`src/rtl/rf_wb_queue.sv`:
```
// Write-back queue for the register file's single write port: merges ALU and load results, retires one write per clock.
// Optional operand forwarding from pending entries is enabled with `define WB_FORWARD_EN.
module rf_wb_queue #(
    parameter int DEPTH = 4,
    parameter int PTR_W = 2
) (
    input  logic        clk,
    input  logic        rst_n,
    input  logic        mem_valid,
    output logic        mem_ready,
    input  logic [4:0]  mem_rd,
    input  logic [31:0] mem_data,
    input  logic        alu_valid,
    output logic        alu_ready,
    input  logic [4:0]  alu_rd,
    input  logic [31:0] alu_data,
    output logic        w_en,
    output logic [4:0]  w_addr,
    output logic [31:0] w_data,
    input  logic [4:0]  fwd_addr_a,
    output logic        fwd_hit_a,
    output logic [31:0] fwd_data_a,
    input  logic [4:0]  fwd_addr_b,
    output logic        fwd_hit_b,
    output logic [31:0] fwd_data_b,
    output logic        idle
);

    localparam logic [PTR_W:0] CNT_M1 = (PTR_W+1)'(DEPTH - 1);
    localparam logic [PTR_W:0] CNT_M2 = (PTR_W+1)'(DEPTH - 2);

    logic [4:0]       q_rd   [DEPTH];
    logic [31:0]      q_data [DEPTH];
    logic [PTR_W-1:0] head;
    logic [PTR_W-1:0] tail;
    logic [PTR_W:0]   count;

    logic             mem_push;
    logic             alu_push;
    logic             pop;
    logic [PTR_W-1:0] alu_slot;

    // Ready is based on registered count only; a pop in the same cycle is not credited.
    assign mem_ready = (count <= CNT_M1);
    assign alu_ready = (count <= CNT_M2) || (!mem_valid && (count <= CNT_M1));

    // rd=0 transfers complete the handshake but never occupy a slot.
    assign mem_push = mem_valid && mem_ready && (mem_rd != 5'd0);
    assign alu_push = alu_valid && alu_ready && (alu_rd != 5'd0);
    assign pop      = (count != '0);
    assign alu_slot = tail + PTR_W'(mem_push);

    always_ff @(posedge clk) begin
        if (mem_push) begin
            q_rd[tail]   <= mem_rd;
            q_data[tail] <= mem_data;
        end
        if (alu_push) begin
            q_rd[alu_slot]   <= alu_rd;
            q_data[alu_slot] <= alu_data;
        end
    end

    always_ff @(posedge clk or negedge rst_n) begin
        if (!rst_n) begin
            head   <= '0;
            tail   <= '0;
            count  <= '0;
            w_en   <= 1'b0;
            w_addr <= '0;
            w_data <= '0;
        end else begin
            tail  <= tail + PTR_W'(mem_push) + PTR_W'(alu_push);
            count <= count + (PTR_W+1)'(mem_push) + (PTR_W+1)'(alu_push) - (PTR_W+1)'(pop);
            if (pop) begin
                w_en   <= 1'b1;
                w_addr <= q_rd[head];
                w_data <= q_data[head];
                head   <= head + 1'b1;
            end else begin
                w_en <= 1'b0;
            end
        end
    end

    assign idle = (count == '0) && !w_en;

`ifdef WB_FORWARD_EN
    // Scan oldest to youngest so later matches overwrite; the output register has lowest priority.
    always_comb begin
        logic [PTR_W-1:0] idx;
        fwd_hit_a  = 1'b0;
        fwd_data_a = '0;
        fwd_hit_b  = 1'b0;
        fwd_data_b = '0;
        idx        = '0;
        if (w_en && (w_addr == fwd_addr_a)) begin
            fwd_hit_a  = 1'b1;
            fwd_data_a = w_data;
        end
        if (w_en && (w_addr == fwd_addr_b)) begin
            fwd_hit_b  = 1'b1;
            fwd_data_b = w_data;
        end
        for (int unsigned i = 0; i < DEPTH; i++) begin
            idx = head + PTR_W'(i);
            if (((PTR_W+1)'(i) < count) && (q_rd[idx] == fwd_addr_a)) begin
                fwd_hit_a  = 1'b1;
                fwd_data_a = q_data[idx];
            end
            if (((PTR_W+1)'(i) < count) && (q_rd[idx] == fwd_addr_b)) begin
                fwd_hit_b  = 1'b1;
                fwd_data_b = q_data[idx];
            end
        end
        if (fwd_addr_a == 5'd0) begin
            fwd_hit_a  = 1'b0;
            fwd_data_a = '0;
        end
        if (fwd_addr_b == 5'd0) begin
            fwd_hit_b  = 1'b0;
            fwd_data_b = '0;
        end
    end
`else
    logic unused_fwd;
    assign unused_fwd = ^{fwd_addr_a, fwd_addr_b};
    assign fwd_hit_a  = 1'b0;
    assign fwd_data_a = '0;
    assign fwd_hit_b  = 1'b0;
    assign fwd_data_b = '0;
`endif

endmodule

```
`config.mk`:
```
export PLATFORM = sky130hd
export DESIGN_NAME = rf_wb_queue
export DESIGN_NICKNAME = d
export VERILOG_FILES = /design/src/rtl/rf_wb_queue.sv
export SDC_FILE = /design/constraint.sdc
export NUM_CORES = 1
export LEC_CHECK = 0
export CORE_MARGIN = 3
export CORE_UTILIZATION = 56
export DETAILED_ROUTE_END_ITERATION = 16
export GPL_ROUTABILITY_DRIVEN = 0
export GPL_TIMING_DRIVEN = 0
export PLACE_DENSITY_LB_ADDON = 0.15
export SLEW_MARGIN = 5
export SYNTH_ARGS = -nofsm -noshare
export SYNTH_HDL_FRONTEND = slang
export SYNTH_SLANG_ARGS = --single-unit
```
`constraint.sdc`:
```
create_clock -name clk -period 10.7 [get_ports clk]
set_input_delay 3.21 -clock clk [delete_from_list [all_inputs] [get_ports clk]]
set_output_delay 3.21 -clock clk [all_outputs]
set_load 0.02 [all_outputs]
```
==> Yosys cells after proc, flatten, opt, wreduce, memory -nomap -nowiden <==
Memory sizes are Yosys's and may differ from the RTL's. A register that Yosys moved wholly into a read port is not among the register bits.
Index checks and enable logic that the tools add are counted.
{ "classes": {"mux": 5, "n_reduce_logical": 15, "n_lt_le_gt_ge": 2, "addsub": 6} }
{ "op_table": {"columns": ["op", "n"], "rows": [
  ["5-bit nonzero test", 2],
  ["3-bit by 1-bit adder with 3-bit output", 2],
  ["3-bit by 2-bit less-or-equal comparator with 1-bit output, second input constant", 2],
  ["1-bit logical AND", 6],
  ["1-bit 2-to-1 mux", 5],
  ["2-bit by 1-bit adder with 2-bit output", 2],
  ["1-bit logical NOT", 4],
  ["3-bit logical NOT", 1],
  ["3-bit nonzero test", 1],
  ["3-bit by 1-bit subtractor with 3-bit output", 1],
  ["2-bit by 1-bit adder with 2-bit output, second input constant", 1],
  ["1-bit logical OR", 1]
]} }
{ "totals": {"input_bits": 88, "ramBits": 148, "out_inout_bits": 107, "wordCells": 34, "regBits": 8, "mem_count": 2} }
{ "mem_list": {"columns": ["name", "depth", "word_bits", "rd", "rd_clocked_by_memory_dff", "wr", "line", "rtl"], "rows": [
  ["q_data", 4, 32, 1, 1, 2, "33", "logic [31:0] q_data [DEPTH];"],
  ["q_rd", 4, 5, 1, 1, 2, "32", "logic [4:0] q_rd [DEPTH];"]
]} }

==> Logic depth before layout (Yosys ltp) <==
Gate-level depths: netlist of the first run.
{ "logic_depth": {"ltp_word": 7, "depth_mapped": 11} }

==> Worst setup path before layout of the first run <==
Ideal clock, no wire load.
{ "synth_path": {"path_kind": "input port to output port", "from": "input port mem_valid", "to": "output port alu_ready", "path_buffers": 0, "t_required_ns": 7.490, "path_slack_ns": 3.571, "t_arrival_ns": 3.919, "path_stages": 3, "path_cell_list": "inv_1 o311ai_4 inv_1"} }
{ "synth_between": {"elab_chain_len": 3} }
{ "synth_rtl": {"columns": ["element", "line", "rtl"], "rows": [
  ["start: declaration", "9", "input logic mem_valid,"],
  ["1-bit logical NOT", "45", "assign alu_ready = (count <= CNT_M2) || (!mem_valid && (count <= CNT_M1));"],
  ["1-bit logical AND", "45", null],
  ["1-bit logical OR", "45", null],
  ["end: declaration", "14", "output logic alu_ready,"]
]} }
No other way between the ends.

==> Final worst setup path of the first run <==
Same ends and word-level chain as after synthesis.

==> impl_metrics.env, run 1 <==
export IMPL_outcome="complete, no violations"
export IMPL_fin_crit_sh_pct=76.8
export IMPL_synth_most_common_cell="edfxtp_1"
export IMPL_die_area_sq_um=19000
export IMPL_synth_cell_types=35
export IMPL_leakage_nw=4.78
export IMPL_clkTransAtPathRegs_ns=0.06
export IMPL_grt_max_degree=28
export IMPL_peakVddDrop_uv=145
export IMPL_clock_latency_ns=0.43
export IMPL_num_rows=47
export IMPL_tritoncts="done"
export IMPL_tns_ns=0
export IMPL_fin_area_sq_um=12200
export IMPL_finClkSkew_ns=0.0103
export IMPL_overflow=0
export IMPL_hold_class="flip-flop to flip-flop"
export IMPL_cts_buffers_inserted=17
export IMPL_grt_usage_pct=23.7
export IMPL_syn_area_sq_um=9720
export IMPL_met1_usage_pct=29.8
export IMPL_setup_viol=0
export IMPL_finalCriticalPeriod_ns=8.22
export IMPL_nets=941
export IMPL_die_h_um=138
export IMPL_nFillCells=1122
export IMPL_synth_area_leader_cell="edfxtp_1"
export IMPL_grt_pass1_vias=5961
export IMPL_diodes=0
export IMPL_routedWlPerCell_um=19.9
export IMPL_drt_iter0_drc=408
export IMPL_route_detailed_drc=0
export IMPL_clockRootBuffer="clkbuf_16"
export IMPL_crit_buf_inv=4
export IMPL_drtAntennaViolNets=0
export IMPL_crit_family="buffers and inverters"
export IMPL_crit_type="primary input to output port"
export IMPL_slowest_stage="clkdlybuf4s50_1"
export IMPL_rsz0062_at_grt="false"
export IMPL_required_ns=7.49
export IMPL_dr_total_vias=5737
export IMPL_postCtsSetupRepairBufs=0
export IMPL_vias_per_cell=5.32
export IMPL_io_pin_count=195
export IMPL_synth_area_leaders="edfxtp_1, mux2_2, dfrtp_1"
export IMPL_crit_fanout=6
export IMPL_fmax_mhz=122
export IMPL_tightest_slew_ns=1.05
export IMPL_seq_area_frac_synth_pct=57.3
export IMPL_areaGrowthSynthToFinish_pct=25.4
export IMPL_grt_pass1_wl_mm=33.0
export IMPL_dp_hpwl_mm=14.6
export IMPL_port_buffer_count=118
export IMPL_hold_viol=0
export IMPL_met3_usage_pct=5.04
export IMPL_syn_avg_cell_area_sq_um=15.3
export IMPL_synth_seq_cells=193
export IMPL_h_tree_depth=4
export IMPL_dr_pass1_iters=5
export IMPL_maxSlewHeadroom_pct=29.8
export IMPL_cpPeakStageDelay_ns=0.56
export IMPL_synth_ff_type="edfxtp_1"
export IMPL_yosysWarnings=0
export IMPL_start_util_pct=58.0
export IMPL_maxSlewViolCount=0
export IMPL_synth_cells=637
export IMPL_worstPathArrival_ns=5.01
export IMPL_core_area_sq_um=16800
export IMPL_grt_use_met2_pct=40.8
export IMPL_async_flop_share_pct=23.3
export IMPL_synth_edf_count=148
export IMPL_cts_resized=0
export IMPL_postRouteWirelength_mm=21.4
export IMPL_yosys_top_cells_count="edfxtp_1, nand2_1, mux2_2, buf_4, dfrtp_1"
export IMPL_end_kind="output port"
export IMPL_p_per_area_nw_per_um2=267
export IMPL_cp_cell_sequence="clkdlybuf4s50_1, inv_1, o311ai_4, inv_1, clkdlybuf4s50_1"
export IMPL_synth_top_area_share_pct=45.7
export IMPL_cts_hold_buf=0
export IMPL_start_kind="primary input"
export IMPL_die_w_um=138
export IMPL_max_cap_viol_count=0
export IMPL_drive_gt1_share_pct=36.2
export IMPL_p_total_w=0.00326
export IMPL_numClockSinks=193
export IMPL_clock_path_buffers=2
export IMPL_place_area_sq_um=11600
export IMPL_antenna_found_initial=0
export IMPL_grt_busiest_layer="met2"
power breakdown:
part           internal [W]  total, W  switching [W]
logic              0.000657   0.00140       0.000743
clock network      0.000378  0.000639       0.000261
registers           0.00113   0.00122      0.0000904
through the flow:
| stage | util [%] | setup slack [ns] | instances | hold WS [ns] |
|---|---|---|---|---|
| global route | 72.7 | 2.42 | 1079 | 0.494 |
| global placement | 68.2 | 0.643 | 1040 | 0.448 |
| CTS | 72.7 | 2.46 | 1079 | 0.469 |
| detailed placement | 69.3 | 2.47 | 1047 | 0.455 |
| floorplan | - | 3.57 | 702 | 0.583 |
| finish | 72.7 | 2.48 | 1079 | 0.463 |
worst paths after layout:
| kind | start | end | slack, ns | depth (start not counted) |
|---|---|---|---|---|
| max in group asynchronous | rst_n | w_data[24] | 7.30 | 2 |
| worst max-delay path | mem_valid | alu_ready | 2.48 | 5 |
| worst max register to register | count[2] | q_data[1][19] | 6.79 | 11 |
| worst min-delay path | w_data[30] | w_data[30] | 0.46 | 2 |
| worst min register to register | w_data[30] | w_data[30] | 0.46 | 2 |
| min in group asynchronous | rst_n | w_data[5] | 2.83 | 1 |
per-layer routing:
layer	wire [um]	up-vias
li1	-	2637
met1	8250	2847
met2	11000	224
met3	1670	29
met4	466	0
met5	0	-
cells by family (layout without fill, tap and decap cells):
group | count (synthesis) | count (layout) | synth area share (%)
compound gates | 8 | 8 | 0.888
xor+xnor | 6 | 6 | 0.540
fa+ha+maj | 7 | 7 | 1.06
buf+inv | 108 | 265 | 7.32
flops | 193 | 193 | 57.3
mux | 185 | 185 | 27.2
other cells | 1 | 66 | 0.0386
simple gates | 129 | 129 | 5.70
sequential cells by signal (all words and copies together) (netlist names):
signal and count:
w_addr 5, w_data 32, w_en 1, count 3, q_rd 20, tail 2
head 2, q_data 128
tightest hold or removal path, cell delays in order, from the launching register on:
cell and delay, ns:
dfrtp_1 0.34, nand2_1 0.05, nand2_1 0.05
final cells by class:
type | count | area (sq um) | share of cell area (%)
Inverter | 12 | 45.0 | 0.369
Timing Repair Buffer | 125 | 1310 | 10.7
Tap cell | 220 | 275 | 2.26
Sequential cell | 193 | 5570 | 45.7
Buffer | 96 | 667 | 5.47
Multi-Input combinational cell | 401 | 3740 | 30.7
Clock buffer | 24 | 472 | 3.87
Clock inverter | 8 | 111 | 0.913
placed cells by master (no fill, tap or decap), types with 3 or more instances in the layout:
master,Yosys,layout
conb_1,1,66
clkbuf_1,11,16
bufinv_16,0,3
clkdlybuf4s50_1,0,117
xnor2_1,5,5
mux4_2,37,37
buf_8,0,3
mux2_4,38,38
nand2_1,116,116
dfrtp_1,45,45
buf_4,66,66
edfxtp_1,148,148
inv_1,12,12
clkinv_1,0,3
buf_6,6,6
ha_1,5,5
clkbuf_16,0,17
mux2_2,109,109
buf_12,0,3
buf_2,11,12
No activity file was read; power rests on OpenSTA's default activity.
==> run 2, diff against run 1 <==
--- a/config.mk
+++ b/config.mk
@@ -6,7 +6,7 @@
 export NUM_CORES = 1
 export LEC_CHECK = 0
 export CORE_MARGIN = 3
-export CORE_UTILIZATION = 56
+export CORE_UTILIZATION = 47
 export DETAILED_ROUTE_END_ITERATION = 16
 export GPL_ROUTABILITY_DRIVEN = 0
 export GPL_TIMING_DRIVEN = 0
==> constraint.sdc (replaced) <==
create_clock -name clk -period 7.09 [get_ports clk]
set_input_delay 2.127 -clock clk [delete_from_list [all_inputs] [get_ports clk]]
set_output_delay 2.127 -clock clk [all_outputs]
set_load 0.02 [all_outputs]
==> impl_metrics.env, run 2 (synthesized netlist as in run 1, its figures left out) <==
export IMPL_r2r_end="q_data[1][17]"
export IMPL_setup_ws_ns=0.925
export IMPL_tns_ns=0
export IMPL_cp_endpoint="q_data[1][17]"
export IMPL_required_ns=7.26
export IMPL_h_tree_depth=4
export IMPL_fin_crit_sh_pct=87.0
export IMPL_drive_gt1_share_pct=36.4
export IMPL_grt_pass1_wl_mm=33.5
export IMPL_drt_iter0_drc=311
export IMPL_grt_usage_pct=20.0
export IMPL_io_pin_count=195
export IMPL_rr_startpoint="count[2]"
export IMPL_worstPathArrival_ns=6.34
export IMPL_worstHoldPathCells=2
export IMPL_core_area_sq_um=19900
export IMPL_tightest_slew_ns=1.08
export IMPL_dp_hpwl_mm=14.9
export IMPL_peakVddDrop_uv=234
export IMPL_start_kind="primary input"
export IMPL_largest_reg_flops=128
export IMPL_dr_total_vias=5677
export IMPL_die_h_um=150
export IMPL_clock_path_buffers=2
export IMPL_pre_cts_ws_ns=0.535
export IMPL_start_util_pct=48.8
export IMPL_postRouteWirelength_mm=21.8
export IMPL_vias_per_cell=5.05
export IMPL_finClkSkew_ns=0.0145
export IMPL_cts_buffers_inserted=17
export IMPL_overflow=0
export IMPL_crit_type="primary input to flip-flop"
export IMPL_clockRootBuffer="clkbuf_16"
export IMPL_clock_latency_ns=0.43
export IMPL_ff2ff_path_depth=11
export IMPL_seqCellArea_sq_um=5570
export IMPL_cts_hold_buf=0
export IMPL_num_rows=51
export IMPL_p_per_area_nw_per_um2=399
export IMPL_nFillCells=1565
export IMPL_p_total_w=0.00488
export IMPL_hold_viol=0
export IMPL_die_area_sq_um=22500
export IMPL_nets=941
export IMPL_hold_class="flip-flop to flip-flop"
export IMPL_die_w_um=150
export IMPL_clkTransAtPathRegs_ns=0.06
export IMPL_max_cap_viol_count=0
export IMPL_final_cell_mix="edfxtp_1, clkdlybuf4s50_1, nand2_1"
export IMPL_dr_pass1_iters=4
export IMPL_areaGrowthSynthToFinish_pct=25.8
export IMPL_leakage_nw=4.77
export IMPL_numClockSinks=193
export IMPL_diodes=0
export IMPL_postCtsSetupRepairBufs=0
export IMPL_grt_max_degree=25
export IMPL_stdcell_count=1124
export IMPL_routedWlPerCell_um=19.4
export IMPL_dpl_cell_count=1092
export IMPL_regMostFlops="q_data"
export IMPL_reg2reg_slack_ns=3.26
export IMPL_fmax_mhz=162
export IMPL_rsz0062_at_grt="false"
export IMPL_port_buffer_count=118
export IMPL_layout_commonest_cell="edfxtp_1"
export IMPL_finalCriticalPeriod_ns=6.17
export IMPL_route_detailed_drc=0
export IMPL_grt_pass1_vias=5993
export IMPL_antenna_found_initial=0
export IMPL_crit_fanout=10
export IMPL_cts_resized=0
export IMPL_setup_viol=0
export IMPL_end_kind="flip-flop"
export IMPL_maxSlewHeadroom_pct=27.8
export IMPL_maxSlewViolCount=0
export IMPL_outcome="complete, no violations"
export IMPL_reg_top3="q_data: 128 flops, w_data: 32 flops, q_rd: 20 flops"
export IMPL_final_util_pct=61.5
export IMPL_startpoint="mem_rd[0]"
export IMPL_multiInputGateArea_sq_um=3740
export IMPL_tritoncts="done"
export IMPL_drtAntennaViolNets=0
run 2: cell count changes in the layout (fill, tap and decap cells not counted), sizes merged:
cell	delta
clkinv	-1
bufinv	-2
clkinvlp	+1
clkbuf	+2
run 2: worst min-delay path by stage:
stage	from	to	slack (ns)
finish	w_data[30]	w_data[30]	0.46
CTS	w_data[30]	w_data[30]	0.47
detailed placement	w_data[22]	w_data[22]	0.45
global placement	w_data[25]	w_data[25]	0.45
floorplan	w_addr[0]	w_addr[0]	0.58
global route	w_data[30]	w_data[30]	0.49
run 2: critical path, cell delays in order:
cell and delay [ns]:
clkdlybuf4s50_1 0.50, or4_1 0.56, o211ai_1 0.86, inv_1 0.12, ha_1 0.27, xnor2_1 0.34, nand2_1 0.20, nor3_4 0.53
buf_2 0.43, mux2_2 0.39
run 2: final cells by class:
type | count | area share, %
inverter | 12 | 0.368
timing repair buffer | 125 | 10.9
clock inverter | 6 | 0.470
sequential | 193 | 45.5
multi-input combinational | 401 | 30.6
clock buffer | 26 | 4.00
tap | 265 | 2.71
buffer | 96 | 5.45
run 2: per-layer routing:
| layer | share of wire, % | GRT usage [%] | vias to the layer above |
|---|---|---|---|
| met3 | 7.4 | 4.45 | 22 |
| met2 | 51 | 35.1 | 209 |
| met4 | 1.3 | 5.95 | 0 |
| met5 | 0 | 0 | - |
| met1 | 40 | 24.9 | 2823 |
| li1 | - | - | 2623 |
run 2: report_power, final:
group / internal [W] / switching, W
clock: 0.000511 / 0.000398
sequential: 0.00171 / 0.000134
combinational: 0.00101 / 0.00113
run 2: through the flow:
| stage | hold WS [ns] | instance area [sq um] |
|---|---|---|
| finish | 0.464 | 12200 |
| global placement | 0.449 | 11500 |
| global route | 0.494 | 12200 |
| detailed placement | 0.455 | 11700 |
| floorplan | 0.583 | 9970 |
| CTS | 0.470 | 12200 |
